==> src/rtl/muldiv_unit.sv <==
// Multiply/divide unit with architectural HI/LO: single-cycle multiply,
// 32-step restoring divide, stalling the pipeline while busy.
module muldiv_unit (
  input  logic        clk,
  input  logic        resetn,
  input  logic        ex_valid,
  input  logic        is_mult,
  input  logic        is_multu,
  input  logic        is_div,
  input  logic        is_divu,
  input  logic        hi_wen,
  input  logic        lo_wen,
  input  logic [31:0] src_a,
  input  logic [31:0] src_b,
  input  logic        cancel,
  output logic        stall,
  output logic        done,
  output logic [31:0] product,
  output logic [31:0] hi,
  output logic [31:0] lo
);

  typedef enum logic [1:0] {IDLE, MUL, DIV, WB} state_t;

  state_t      state, state_nxt;
  logic [31:0] op_a, op_b, res_hi, res_lo;
  logic        mul_sgn, neg_q, neg_r;
  logic [5:0]  cnt;

  logic        start, hilo_wr, div_sel;
  logic        a_neg, b_neg;
  logic [31:0] a_mag, b_mag;
  logic [63:0] mul_res;
  logic [32:0] rem_sh, diff;
  logic        q_bit;
  logic [31:0] rem_nxt, quo_nxt;

  assign start   = ex_valid & ~cancel & (state == IDLE) &
                   (is_mult | is_multu | is_div | is_divu);
  assign hilo_wr = ex_valid & ~cancel & (state == IDLE) & ~start;
  assign div_sel = is_div | is_divu;

  // Only signed div takes magnitudes; divu passes operands through.
  assign a_neg = is_div & src_a[31];
  assign b_neg = is_div & src_b[31];
  assign a_mag = a_neg ? -src_a : src_a;
  assign b_mag = b_neg ? -src_b : src_b;

  assign mul_res = $signed({{32{mul_sgn & op_a[31]}}, op_a}) *
                   $signed({{32{mul_sgn & op_b[31]}}, op_b});

  // Restoring step: res_hi holds the partial remainder, res_lo shifts the
  // dividend out of its MSB and the quotient bits into its LSB.
  assign rem_sh  = {res_hi, res_lo[31]};
  assign diff    = rem_sh - {1'b0, op_b};
  assign q_bit   = ~diff[32];
  assign rem_nxt = q_bit ? diff[31:0] : rem_sh[31:0];
  assign quo_nxt = {res_lo[30:0], q_bit};

  always_comb begin
    state_nxt = state;
    case (state)
      IDLE:    if (start) state_nxt = div_sel ? DIV : MUL;
      MUL:     state_nxt = cancel ? IDLE : WB;
      DIV:     if (cancel) state_nxt = IDLE;
               else if (cnt == 6'd31) state_nxt = WB;
      WB:      state_nxt = IDLE;
      default: state_nxt = IDLE;
    endcase
  end

  assign stall   = resetn & (start | (state == MUL) | (state == DIV));
  assign done    = (state == WB);
  assign product = done ? res_lo : 32'd0;

  always_ff @(posedge clk or negedge resetn) begin
    if (!resetn) begin
      state   <= IDLE;
      hi      <= '0;
      lo      <= '0;
      op_a    <= '0;
      op_b    <= '0;
      res_hi  <= '0;
      res_lo  <= '0;
      mul_sgn <= 1'b0;
      neg_q   <= 1'b0;
      neg_r   <= 1'b0;
      cnt     <= '0;
    end else begin
      state <= state_nxt;
      case (state)
        IDLE: begin
          if (start) begin
            cnt <= '0;
            if (div_sel) begin
              op_b   <= b_mag;
              res_lo <= a_mag;
              res_hi <= '0;
              // Divide-by-zero keeps the all-ones quotient unsigned.
              neg_q  <= (a_neg ^ b_neg) & (src_b != 32'd0);
              neg_r  <= a_neg;
            end else begin
              op_a    <= src_a;
              op_b    <= src_b;
              mul_sgn <= is_mult;
            end
          end else if (hilo_wr) begin
            if (hi_wen) hi <= src_a;
            if (lo_wen) lo <= src_a;
          end
        end
        MUL: {res_hi, res_lo} <= mul_res;
        DIV: begin
          cnt <= cnt + 6'd1;
          if (cnt == 6'd31) begin
            res_lo <= neg_q ? -quo_nxt : quo_nxt;
            res_hi <= neg_r ? -rem_nxt : rem_nxt;
          end else begin
            res_lo <= quo_nxt;
            res_hi <= rem_nxt;
          end
        end
        WB: begin
          hi <= res_hi;
          lo <= res_lo;
        end
        default: ;
      endcase
    end
  end

endmodule

==> config.mk <==
export PLATFORM = sky130hd
export DESIGN_NAME = muldiv_unit
export DESIGN_NICKNAME = d
export VERILOG_FILES = /design/src/rtl/muldiv_unit.sv
export SDC_FILE = /design/constraint.sdc
export NUM_CORES = 2
export LEC_CHECK = 0
export CORE_ASPECT_RATIO = 0.9
export CORE_MARGIN = 3
export CORE_UTILIZATION = 65
export DETAILED_ROUTE_END_ITERATION = 8
export PLACE_DENSITY = 0.84
export SLEW_MARGIN = 20
export SYNTH_ARGS = -nofsm -noshare
export SYNTH_HDL_FRONTEND = slang
export SYNTH_SLANG_ARGS = --single-unit
==> constraint.sdc <==
create_clock -name clk -period 12.2 [get_ports clk]
set_clock_uncertainty 0.1 [all_clocks]
set_input_delay 2.44 -clock clk [delete_from_list [all_inputs] [get_ports clk]]
set_output_delay 2.44 -clock clk [all_outputs]
set_load 0.02 [all_outputs]
==> summary.txt <==
Global route
  • First-pass GRT wire length: 246 mm
  • GRT overflow: 0
  • GRT met3 Usage: 8.30%
  • Top Usage Layer GRT: met2
  • Met2 usage: 60.5%
  • Total track usage: 37.8%
  • Number of global-route vias before repair: 45.1k
  • GR Layer Usage met1: 49.3%
  • Initial antenna violation count: 4
  • Largest net degree at the start of global routing: 82

Worst setup path
  • CP most frequent cell: fa_1
  • WS Path Type: register to register
  • Top Family by Delay on Critical Path: adder cells
  • CP startpoint kind: register
  • Slowest cell on crit path: dfrtp_1
  • Buffers & Inverters on Critical Path: 7
  • FF-to-FF setup slack: 2.40 ns
  • Critical path required time: 12.53 ns
  • CP Max Fanout: 22
  • Arrival time worst endpoint: 10.12 ns
  • Crit. End Element: register
  • Largest stage delay, worst path: 0.91 ns

Die
  • IO Pins: 172
  • CORE AREA: 78500 um2
  • Die area: 83500 um2
  • Die Y-Extent: 274 um
  • Cell Rows: 97
  • Initial Util: 66.2%
  • Die W: 304 um

Yosys
  • Cell accounting for the most synthesized area: fa_1
  • Share of synthesized registers carrying an async set or reset: 100%
  • Synthesized flop and latch total: 203
  • Post-synthesis area per instance: 8.79 um2
  • EDFF count, synth: 0
  • Synth cell types: 88
  • Syn Nets: 7368
  • Top cells by area, synth: fa_1 43%, dfrtp_1 9.8%, inv_1 8.6%, nand2_1 7.0%, ha_1 6.1%
  • Synth top area share: 43.3%
  • Ys Warns: 0
  • Post-Syn Area: 52000 um2
  • Post-synth top flop: dfrtp_1
  • Mapped Cells: 5915
  • Sequential share of the synthesized area: 9.77%

Job
  • Max Cap Viol: 0

Timing
  • Slew HR: 22.7%
  • Fmax: 102 MHz
  • Final Hold Viols: 0
  • # setup viols final: 0
  • Worst slew pin tran: 1.16 ns
  • Final TNS setup: 0 ns
  • RSZ-0062 raised after global routing: no
  • Final min period: 9.80 ns
  • Slew Limit Fails: 0
  • Crit share post-route: 80.3%

Place
  • Dpl hpwl: 121 mm
  • Gpl congestion: 0.983
  • Port buffer count: 171

Routing
  • Post-route ant nets: 0
  • WL final: 154 mm
  • DRC errors left: 0
  • Via Count: 42.3k
  • Drt wl/cell: 22.2 um
  • DRT iter0 DRCs: 4348
  • Vias/cell: 6.11
  • Pre-antenna DRT Iters: 6

Run status
  • Outcome: completed

CTS
  • Register clock-pin slew on the reported worst setup and hold paths: 0.08 ns
  • Num CTS Buffers: 23
  • Clk_lat worst skew: 0.57 ns
  • Htree depth: 1
  • Clk root buf: clkbuf_16
  • CTS resizes: 0
  • CTS Sinks: 203
  • CTS tree: done
  • Setup bufs post-CTS: 0
  • Cts hold-fix bufs: 0
  • Clock Path Buffers: 3

Worst hold path
  • Hold crit path type: register to register

Final layout
  • Area grow syn2layout: 6.30%
  • Layout cells sized above 1: 3.40%
  • Most frequent cells in the layout: 1186 x inv_1, 1126 x fa_1, 968 x nand2_1
  • Final net count: 7315
  • Commonest non-fill, non-tap cell in the layout: inv_1
-- Yosys cell counts (27+ instances only) --
cell,number
a31oi_1,27
clkbuf_1,311
and3_1,32
fa_1,1126
a21oi_1,178
ha_1,253
and2_1,394
a21o_1,41
nand3_1,35
nor3_1,49
xor2_1,88
o21ai_0,258
nor2_1,178
mux2_2,31
dfrtp_1,203
nand2_1,970
inv_1,1186
nor2b_1,40
xnor2_1,131
-- metal layers --
| layer | part of all wire, % | vias up |
|---|---|---|
| li1 | - | 17800 |
| met1 | 37 | 21300 |
| met2 | 46 | 2593 |
| met3 | 11 | 609 |
| met4 | 5.9 | 0 |
| met5 | 0 | - |
-- cell type report --
class / instances / area (um2)
timing repair buffer: 248 / 2290
tap: 1039 / 1300
clock inverter: 15 / 279
antenna: 3 / 7.51
inverter: 1187 / 4460
fill: 5745 / 23200
clock buffer: 27 / 621
sequential: 203 / 5080
multi-input combinational: 4199 / 41300
-- worst min-delay path: stages, from the launching register on --
cell     delay [ns]
dfrtp_1        0.34
nand2_1        0.05
o21ai_0        0.06
-- worst paths after layout --
| path | from | endpoint | cells past startpoint |
|---|---|---|---|
| max | mul_sgn$_DFFE_PN0P_ | res_hi[31]$_DFFE_PN0P_ | 30 |
| min | lo[4]$_DFFE_PN0P_ | lo[4]$_DFFE_PN0P_ | 2 |
| max reg2reg | mul_sgn$_DFFE_PN0P_ | res_hi[31]$_DFFE_PN0P_ | 30 |
| min reg2reg | lo[4]$_DFFE_PN0P_ | lo[4]$_DFFE_PN0P_ | 2 |
| max in group asynchronous | resetn | op_b[23]$_DFFE_PN0P_ | 2 |
| min in group asynchronous | resetn | lo[8]$_DFFE_PN0P_ | 1 |
-- kinds of logic after synthesis --
family	synth area share (%)
and+or+nand+nor	16.2
DFF	9.77
muxes	1.17
adders and majority gates	49.4
xor gates and xnor gates	3.69
AOI/OAI and AO/OA	8.77
buffers and inverters	11.0
-- state kept, by name, summed over array words and instances (netlist names) --
register / cells
cnt: 6
lo: 32
neg_r: 1
op_b: 32
res_lo: 32
state: 2
res_hi: 32
neg_q: 1
hi: 32
op_a: 32
mul_sgn: 1
-- per-stage QoR --
step                      utilization, %  hold slack [ns]  area (um2)  setup WS, ns  cells
after detailed placement            69.3            0.369       54400          2.66   6876
after floorplan                        -            0.379       52000          3.88   5915
after global placement              69.3            0.362       54400          2.93   6876
final                               70.4            0.380       55300          2.40   6921
after CTS                           70.4            0.383       55300          2.60   6918
after global routing                70.4            0.398       55300          1.86   6921
Power is not shown: default switching activity piles up to over one toggle a cycle in this logic, so the estimate is an artifact.
